<file path="config.mk">
export PLATFORM = sky130hd
export DESIGN_NAME = chase_ctrl
export DESIGN_NICKNAME = d
export VERILOG_FILES = /design/src/rtl/chase_ctrl.sv
export SDC_FILE = /design/constraint.sdc
export NUM_CORES = 1
export LEC_CHECK = 0
export BUFFER_PORTS_ARGS = -buffer_cell sky130_fd_sc_hd__clkbuf_2
export CORE_UTILIZATION = 49
export CTS_BUF_LIST = sky130_fd_sc_hd__clkbuf_8 sky130_fd_sc_hd__clkbuf_16
export DETAILED_ROUTE_END_ITERATION = 10
export PLACE_DENSITY = 0.77
export SYNTH_ARGS = -nofsm -noshare
export SYNTH_HDL_FRONTEND = slang
export SYNTH_SLANG_ARGS = --single-unit
</file>
<file path="constraint.sdc">
create_clock -name clk -period 2.8 [get_ports clk]
set_input_delay 0.56 -clock clk [delete_from_list [all_inputs] [get_ports clk]]
set_output_delay 0.56 -clock clk [all_outputs]
set_load 0.05 [all_outputs]
</file>
<file path="src/rtl/chase_ctrl.sv">
// chase_ctrl: start/pause/stop sequencer that moves one lit LED in left, right, bounce or hold mode.
// Optional feature macro CHASE_TRAIL_EN adds a two-LED trail behind the lit position.
module chase_ctrl #(
    parameter int N_LEDS   = 16,
    parameter int MAX_LAPS = 0,
    parameter int PW       = $clog2(N_LEDS)
) (
    input  logic              clk,
    input  logic              reset,
    input  logic              step_tick,
    input  logic              start,
    input  logic              stop,
    input  logic              abort,
    input  logic [1:0]        mode,
    output logic [N_LEDS-1:0] led,
    output logic [PW-1:0]     pos,
    output logic              busy,
    output logic              lap_done
);

    typedef enum logic [1:0] {
        ST_IDLE  = 2'd0,
        ST_RUN   = 2'd1,
        ST_PAUSE = 2'd2
    } state_t;

    localparam logic [1:0]    M_LEFT   = 2'b00;
    localparam logic [1:0]    M_RIGHT  = 2'b01;
    localparam logic [1:0]    M_BOUNCE = 2'b10;
    localparam int            LW       = (MAX_LAPS > 0) ? $clog2(MAX_LAPS + 1) : 1;
    localparam int            XW       = PW + 1;
    localparam logic [PW-1:0] POS_MAX  = PW'(N_LEDS - 1);
    localparam logic [LW-1:0] LAP_LIM  = LW'(MAX_LAPS);

    state_t              state_q, state_d;
    logic [PW-1:0]       pos_q, pos_d;
    logic                dir_q, dir_d;
    logic [LW-1:0]       lap_cnt_q, lap_cnt_d;
    logic [1:0]          mode_q, mode_d;
    logic [N_LEDS-1:0]   led_q, led_d;
    logic                busy_q, busy_d;
    logic                lap_done_q, lap_done_d;

    logic [PW-1:0]       step_pos_s, lap_pos_s;
    logic                step_dir_s, lap_dir_s, step_lap_s;
    logic                step_en_s, start_en_s;
    logic [N_LEDS-1:0]   trail_s;

    // Indices at or beyond N_LEDS yield no bit, which is how trail positions are dropped.
    function automatic logic [N_LEDS-1:0] bit_at(input logic [XW-1:0] idx);
        logic [N_LEDS-1:0] one_v;
        one_v = {{(N_LEDS-1){1'b0}}, 1'b1};
        if (idx < XW'(N_LEDS)) begin
            return one_v << idx;
        end else begin
            return '0;
        end
    endfunction

    // One step of travel in the latched mode, plus the post-lap position/direction for the newly sampled mode.
    always_comb begin
        step_pos_s = pos_q;
        step_dir_s = dir_q;
        step_lap_s = 1'b0;
        case (mode_q)
            M_LEFT: begin
                if (pos_q == POS_MAX) begin
                    step_pos_s = '0;
                    step_lap_s = 1'b1;
                end else begin
                    step_pos_s = pos_q + PW'(1);
                end
            end
            M_RIGHT: begin
                if (pos_q == '0) begin
                    step_pos_s = POS_MAX;
                    step_lap_s = 1'b1;
                end else begin
                    step_pos_s = pos_q - PW'(1);
                end
            end
            M_BOUNCE: begin
                if (dir_q) begin
                    if (pos_q == POS_MAX) begin
                        step_pos_s = pos_q - PW'(1);
                        step_dir_s = 1'b0;
                    end else begin
                        step_pos_s = pos_q + PW'(1);
                        step_dir_s = (pos_q != POS_MAX - PW'(1));
                    end
                end else begin
                    if (pos_q == '0) begin
                        step_pos_s = PW'(1);
                        step_dir_s = 1'b1;
                    end else begin
                        step_pos_s = pos_q - PW'(1);
                        step_dir_s = (pos_q == PW'(1));
                        step_lap_s = (pos_q == PW'(1));
                    end
                end
            end
            default: begin
                step_pos_s = pos_q;
            end
        endcase

        lap_pos_s = step_pos_s;
        lap_dir_s = 1'b1;
        case (mode)
            M_RIGHT: begin
                lap_dir_s = 1'b0;
                if (step_pos_s == '0) begin
                    lap_pos_s = POS_MAX;
                end else begin
                    lap_pos_s = step_pos_s;
                end
            end
            M_BOUNCE: lap_dir_s = (step_pos_s != POS_MAX);
            default:  lap_dir_s = 1'b1;
        endcase
    end

    // Sequencer: abort first, then per-state start/stop/step handling.
    always_comb begin
        state_d    = state_q;
        pos_d      = pos_q;
        dir_d      = dir_q;
        lap_cnt_d  = lap_cnt_q;
        mode_d     = mode_q;
        lap_done_d = 1'b0;
        step_en_s  = 1'b0;
        start_en_s = 1'b0;
        if (abort) begin
            state_d   = ST_IDLE;
            pos_d     = '0;
            lap_cnt_d = '0;
        end else begin
            case (state_q)
                ST_IDLE: begin
                    if (start) begin
                        start_en_s = 1'b1;
                        mode_d     = mode;
                        pos_d      = (mode == M_RIGHT) ? POS_MAX : '0;
                        dir_d      = (mode != M_RIGHT);
                        lap_cnt_d  = '0;
                        state_d    = stop ? ST_PAUSE : ST_RUN;
                    end else begin
                        state_d = ST_IDLE;
                    end
                end
                ST_RUN: begin
                    if (stop) begin
                        state_d = ST_PAUSE;
                    end else if (step_tick) begin
                        step_en_s = 1'b1;
                        if (step_lap_s) begin
                            lap_done_d = 1'b1;
                            mode_d     = mode;
                            pos_d      = lap_pos_s;
                            dir_d      = lap_dir_s;
                            lap_cnt_d  = lap_cnt_q + LW'(1);
                            if ((MAX_LAPS != 0) && (lap_cnt_q + LW'(1) == LAP_LIM)) begin
                                state_d = ST_IDLE;
                            end else begin
                                state_d = ST_RUN;
                            end
                        end else begin
                            pos_d = step_pos_s;
                            dir_d = step_dir_s;
                        end
                    end else begin
                        state_d = ST_RUN;
                    end
                end
                ST_PAUSE: begin
                    if (!stop) begin
                        state_d = ST_RUN;
                    end else begin
                        state_d = ST_PAUSE;
                    end
                end
                default: state_d = ST_IDLE;
            endcase
        end
    end

`ifdef CHASE_TRAIL_EN
    logic           trail_up_q, trail_up_d;
    logic [XW-1:0]  pos_x_s, tr_a_s, tr_b_s;

    // Remember which way the last move went so bounce trails follow a flip immediately.
    always_comb begin
        if (start_en_s) begin
            trail_up_d = (mode != M_RIGHT);
        end else if (step_en_s) begin
            trail_up_d = (mode_q == M_BOUNCE) ? dir_q : (mode_q != M_RIGHT);
        end else begin
            trail_up_d = trail_up_q;
        end
    end

    // Trail positions behind the next lit position; out-of-range indices are dropped by bit_at.
    always_comb begin
        pos_x_s = {1'b0, pos_d};
        tr_a_s  = XW'(N_LEDS);
        tr_b_s  = XW'(N_LEDS);
        case (mode_d)
            M_LEFT: begin
                tr_a_s = (pos_x_s == '0) ? XW'(N_LEDS - 1) : pos_x_s - XW'(1);
                tr_b_s = (pos_x_s < XW'(2)) ? pos_x_s + XW'(N_LEDS - 2) : pos_x_s - XW'(2);
            end
            M_RIGHT: begin
                tr_a_s = (pos_x_s + XW'(1) >= XW'(N_LEDS)) ? pos_x_s + XW'(1) - XW'(N_LEDS) : pos_x_s + XW'(1);
                tr_b_s = (pos_x_s + XW'(2) >= XW'(N_LEDS)) ? pos_x_s + XW'(2) - XW'(N_LEDS) : pos_x_s + XW'(2);
            end
            M_BOUNCE: begin
                if (trail_up_d) begin
                    tr_a_s = (pos_x_s < XW'(1)) ? XW'(N_LEDS) : pos_x_s - XW'(1);
                    tr_b_s = (pos_x_s < XW'(2)) ? XW'(N_LEDS) : pos_x_s - XW'(2);
                end else begin
                    tr_a_s = pos_x_s + XW'(1);
                    tr_b_s = pos_x_s + XW'(2);
                end
            end
            default: begin
                tr_a_s = XW'(N_LEDS);
                tr_b_s = XW'(N_LEDS);
            end
        endcase
        trail_s = bit_at(tr_a_s) | bit_at(tr_b_s);
    end

    // Trail direction register.
    always_ff @(posedge clk or negedge reset) begin
        if (!reset) begin
            trail_up_q <= 1'b1;
        end else begin
            trail_up_q <= trail_up_d;
        end
    end
`else
    assign trail_s = '0;
`endif

    // Output images are computed from the next state so every output is a flop.
    always_comb begin
        busy_d = (state_d != ST_IDLE);
        if (state_d == ST_IDLE) begin
            led_d = '0;
        end else begin
            led_d = bit_at({1'b0, pos_d}) | trail_s;
        end
    end

    // State and output registers.
    always_ff @(posedge clk or negedge reset) begin
        if (!reset) begin
            state_q    <= ST_IDLE;
            pos_q      <= '0;
            dir_q      <= 1'b1;
            lap_cnt_q  <= '0;
            mode_q     <= 2'b00;
            led_q      <= '0;
            busy_q     <= 1'b0;
            lap_done_q <= 1'b0;
        end else begin
            state_q    <= state_d;
            pos_q      <= pos_d;
            dir_q      <= dir_d;
            lap_cnt_q  <= lap_cnt_d;
            mode_q     <= mode_d;
            led_q      <= led_d;
            busy_q     <= busy_d;
            lap_done_q <= lap_done_d;
        end
    end

    assign led      = led_q;
    assign pos      = pos_q;
    assign busy     = busy_q;
    assign lap_done = lap_done_q;

endmodule

</file>
# Word level (Yosys, flattened, before mapping)
# Cells that the tools add are included.
[op_classes]
shifts = 1
n_bitwise = 1
add_sub_neg = 2
n_mux = 48
eq_ne = 16
reduce_logical = 9
[op_table]
columns = ["operator", "n"]
rows = [
  ["2-to-1 mux 4 bit", 13],
  ["2-to-1 mux 2 bit", 10],
  ["2-to-1 mux 1 bit", 17],
  ["2-to-1 mux 16 bit", 1],
  ["left shift 1 x 4 -> 16 bit (first input constant)", 1],
  ["one-hot mux 4 bit (3 select lines)", 1],
  ["AND reduction 6 bit", 2],
  ["zero test 4 bit", 2],
  ["!= test 2 bit (second input constant)", 4],
  ["!= test 4 bit (second input constant)", 2],
  ["one-hot mux 4 bit (2 select lines)", 1],
  ["== test 2 x 1 -> 1 bit (second input constant)", 3],
  ["== test 2 bit (second input constant)", 3],
  ["zero test 2 bit", 3],
  ["one-hot mux 2 bit (3 select lines)", 1],
  ["adder 4 x 1 -> 4 bit (second input constant)", 1],
  ["== test 4 x 1 -> 1 bit (second input constant)", 1],
  ["== test 4 bit (second input constant)", 1],
  ["one-hot mux 1 bit (2 select lines)", 2],
  ["one-hot mux 2 bit (2 select lines)", 1],
  ["nonzero test 2 bit", 2],
  ["subtractor 4 x 1 -> 4 bit (second input constant)", 1],
  ["!= test 3 x 2 -> 1 bit (second input constant)", 1],
  ["one-hot mux 1 bit (3 select lines)", 1],
  ["other kinds (2)", 2],
]
[word_totals]
input_bits = 8
reg_bits = 27
output_inout_bits = 22
elab_cells = 84

# Depth between registers and ports, before layout
[logic_depth]
ltp_word = 14
mapped_depth = 10
depth_no_buf = 9

# Worst setup path after synthesis
# OpenSTA, ideal clock, no wires.
[synth_timing]
kind = "reg2reg"
from = "register pos_q[0], in the netlist pos[0]"
to = "register led_q[10], in the netlist led[10]"
path_buffers = 1
t_required_ps = 2727
setup_slack_ps = -433
setup_ps = 73
arrival_time_ps = 3161
stages_incl_launch_ff = 11
synth_period_minus_slack_ps = 3233
path_cell_list = "dfrtp_1 -> clkbuf_1 -> inv_1 -> ha_1 -> or4b_4 -> o31ai_4 -> o2111a_2 -> o2111ai_4 -> and2_4 -> or4_4 -> nor2_1"
[synth_between]
elab_chain_cells = 14
elab_cells_between_ends = 33
classes_between = "add/sub (2); eq/ne (2); shift (1); mux (25); reduce/logical (3)"
[synth_rtl]
columns = ["item", "line_no", "rtl"]
rows = [
  ["start: declaration", "36", "logic [PW-1:0] pos_q, pos_d;"],
  ["start signal: assignment", "268", "pos_q <= pos_d;"],
  ["subtractor 4 x 1 -> 4 bit, or another cell as far along", "79, 85, 96", ""],
  ["2-to-1 mux 4 bit (on tied branches)", "92, 84", ""],
  ["2-to-1 mux 4 bit", "83", "if (dir_q) begin"],
  ["one-hot mux 4 bit (3 select lines)", "65", "case (mode_q)"],
  ["zero test 4 bit", "112", "if (step_pos_s == '0) begin"],
  ["2-to-1 mux 4 bit", "112", ""],
  ["2-to-1 mux 4 bit", "109", "case (mode)"],
  ["2-to-1 mux 4 bit", "156", "if (step_lap_s) begin"],
  ["2-to-1 mux 4 bit", "154", "end else if (step_tick) begin"],
  ["2-to-1 mux 4 bit", "152", "if (stop) begin"],
  ["one-hot mux 4 bit (2 select lines)", "138", "case (state_q)"],
  ["2-to-1 mux 4 bit", "133", "if (abort) begin"],
  ["left shift 1 x 4 -> 16 bit", "54", "return one_v << idx;"],
  ["2-to-1 mux 16 bit (*)", "248", "if (state_d == ST_IDLE) begin"],
  ["named net led_d[10]", "40", "logic [N_LEDS-1:0] led_q, led_d;"],
  ["end signal: assignment", "272", "led_q <= led_d;"],
  ["end: declaration", "40", ""],
]
# Mark *: on every way through the listed nets, which the timed path passes. The rest lies on a longest branch.
# A chain may end at the register's enable or synchronous reset.

# Worst setup path in the final report
[layout_timing]
from = "register pos_q[1], in the netlist pos[1]"
to = "register led_q[12], in the netlist led[12]"
[layout_between]
elab_chain_cells = 14
elab_cells_between_ends = 33
classes_between = "add/sub (2); eq/ne (2); shift (1); mux (25); reduce/logical (3)"
[layout_rtl]
columns = ["item", "line_no"]
rows = [
  ["subtractor 4 x 1 -> 4 bit, or another cell as far along", "79, 85, 96"],
  ["2-to-1 mux 4 bit (on tied branches)", "92, 84"],
  ["2-to-1 mux 4 bit", "83"],
  ["one-hot mux 4 bit (3 select lines)", "65"],
  ["zero test 4 bit", "112"],
  ["2-to-1 mux 4 bit", "112"],
  ["2-to-1 mux 4 bit", "109"],
  ["2-to-1 mux 4 bit (*)", "156"],
  ["2-to-1 mux 4 bit (*)", "154"],
  ["2-to-1 mux 4 bit (*)", "152"],
  ["one-hot mux 4 bit (2 select lines) (*)", "138"],
  ["2-to-1 mux 4 bit (*)", "133"],
  ["named net pos_d[0]", "36"],
  ["left shift 1 x 4 -> 16 bit (*)", "54"],
  ["2-to-1 mux 16 bit (*)", "248"],
  ["named net led_d[12]", "40"],
]
# Marks and branches as above.

==> impl_metrics.csv <==
group,metric,value,unit
run_status,run_status,"finished clean",
finish,n_fill_cell,277,
min_path,hold_class,"in -> async",
timing,max_clock_freq,369.8,MHz
timing,drv_slew,0,
route,drc,0,
pwr,p_leak,0.8981,nW
global_routing,grt_pass1_vias,1449,
route,via_count,1530,
route,first_pass_iters,4,
critical_path,r2r_slack,0.1,ns
finish,nets,228,
global_routing,grt_max_degree,28,
global_routing,gr-total-overflow,0,
finish,area_growth,22.27,%
pwr,irDropWorstVdd,0.0003112,V
clock_network,cts_buffer_depth,2,
route,ant_nets,0,
yosys,synth_edf_count,0,
floorplanning,coreArea,3078,µm²
yosys,synth_seq_cells,27,
critical_path,cp_max_fo,7,
finish,final_util,63.82,%
floorplanning,start_util,52.20,%
timing,slew_headroom,56.52,%
finish,n_antenna_cell,0,
placement,gp_congestion,1.030,
critical_path,worstPathRequired,3.00,ns
timing,fin_crit_sh,96.58,%
yosys,synth_cells,174,
critical_path,critPathLaunchType,"register",
clock_network,cts_tree,"yes",
floorplanning,num_rows,20,
placement,hpwl,3086,µm
floorplanning,die_area,3512,µm²
yosys,synth_common_cells,"nor2_1, dfrtp_1, o21ai_0, nand2_1, a21oi_1",
floorplanning,die_h,59.26,µm
floorplanning,die_w,59.26,µm
timing,setup_tns,0,ns
timing,skew,0.002849,ns
timing,layout_setup_ws,0.09576,ns
yosys,synthFlopType,"dfrtp_1",
clock_network,clock-sinks,27,
pwr,p_per_area,549.9,nW/µm²
global_routing,grt_usage,25.21,%
finish,drive_above_1_share,32.24,%
global_routing,antenna_found_initial,0,
yosys,synthArstFlopShare,100.0,%
timing,fin_crit,2.704,ns
critical_path,endpoint_kind,"register",
global_routing,grt_pass1_wl,6548,µm
yosys,synth.avg_cell_area,9.233,µm²
yosys,yosys.area.top_type_share,40.50,%
route,drt_iter0_markers,131,
yosys,synthTopCellsByArea,"dfrtp_1, nor2_1, ha_1, o21ai_0, a21oi_1",
clock_network,clock_latency,0.28,ns
placement,place_ws,0.03647,ns
critical_path,path_class,"reg -> reg",
yosys,seq_area_frac_synth,42.13,%
route,routed_via_density,5.930,
yosys,yosysMostFrequentCell,"nor2_1",
yosys,synth_fp_nets,187,
clock_network,cts.clk_slew.worst_paths,0.09,ns
pwr,power,1.080,mW
timing,tightestPinTransition,0.6522,ns
clock_network,cts_buffers,3,
yosys,synth_largest_area_cell,"dfrtp_1",
clock_network,cts-root-buf,"clkbuf_8",
yosys,yosys_warnings,0,
yosys,netlist_area,1607,µm²
route,totalWireLength,4164,µm
timing,setup_viol,0,
floorplanning,pin_count,30,
job,drv_cap,0,
timing,finalHoldViolations,0,
yosys,ys_types,50,
critical_path,cp.arrival,2.91,ns
route,wl_per_cell,16.14,µm
finish,fin_cells,258,
clock_network,htreeDepth,1,
placement,portBuffers,29,
placement,dpl.cell_count,251,
power breakdown:
part,internal (mW),switching (mW)
Clock,0.101,0.125
Sequential,0.415,0.0407
Combinational,0.158,0.240
Total,0.674,0.406
flip-flops by register name, summed over array words and instances, names as in the netlist:
| signal | cells |
|---|---|
| pos | 4 |
| lap_done | 1 |
| led | 16 |
| dir_q | 1 |
| busy | 1 |
| mode_q | 2 |
| state_q | 2 |
metrics by stage:
| step | hold WS, ns | instance area, µm² |
|---|---|---|
| 2_1_floorplan | 0.2644 | 1632 |
| 3_3_place_gp | 0.5856 | 1867 |
| 3_5_place_dp | 0.5894 | 1867 |
| 4_1_cts | 0.3072 | 1916 |
| 5_1_grt | 0.3516 | 1964 |
| 6_report | 0.2910 | 1964 |
layer usage:
metal	global-route usage [%]	share of wire, %
met5	0	0
met4	8.503	1.3
met3	1.965	6.2
met2	44.14	52
met1	32.77	41
worst max-delay path: stages (launching register included):
cell and delay [ns]:
dfrtp_2 0.40, buf_4 0.16, ha_1 0.19, nand3_2 0.14, a211o_1 0.36, a221o_1 0.40, o2111ai_4 0.17, a21oi_2 0.11
or4_4 0.56, nor2_1 0.14
placed cells by master (no fill, tap or decap), types with 3 or more instances in the layout:
cell      count
nand2b_1      6
a21oi_1       8
clkbuf_8      3
nand3b_1      4
and2_1        3
inv_1         4
ha_1          4
nor3_1        4
nor2_1       30
buf_4        14
o22ai_1       4
dfrtp_1      24
o21ai_0      11
nand2_1      10
clkbuf_2     29
nor2b_1       3
final cells by class:
| class | instances | area, µm² | area share (%) |
|---|---|---|---|
| multi-input combinational | 134 | 908.4 | 46.24 |
| clock inverter | 1 | 7.507 | 0.3822 |
| clock buffer | 3 | 41.29 | 2.102 |
| timing repair buffer | 43 | 250.2 | 12.74 |
| tap | 44 | 55.05 | 2.803 |
| inverter | 6 | 22.52 | 1.146 |
| sequential | 27 | 679.4 | 34.59 |
path summary, 6_finish.rpt:
| kind | from | end | cells past startpoint |
|---|---|---|---|
| setup / recovery | pos[1] | led[12] | 9 |
| hold / removal | reset | mode_q[0] | 1 |
| setup reg to reg | pos[1] | led[12] | 9 |
| hold reg to reg | dir_q | dir_q | 1 |
| max in group asynchronous | reset | pos[0] | 1 |
| min in group clk | stop | state_q[0] | 2 |
cell families after synthesis:
| group | synth area share [%] |
|---|---|
| flops | 42.13 |
| mux | 0.7009 |
| buf+inv | 3.738 |
| xor+xnor | 1.091 |
| compound gates | 21.96 |
| fa+ha+maj | 3.894 |
| simple gates | 26.48 |
what timing repair did:
item | 4_1_cts | 5_1_grt
setup endpoints to repair | 0 | 16
hold buffers | 0 | 0
gates resized for setup | 0 | 6
setup buffers | 0 | 3
(Power assumes the default switching activity.)
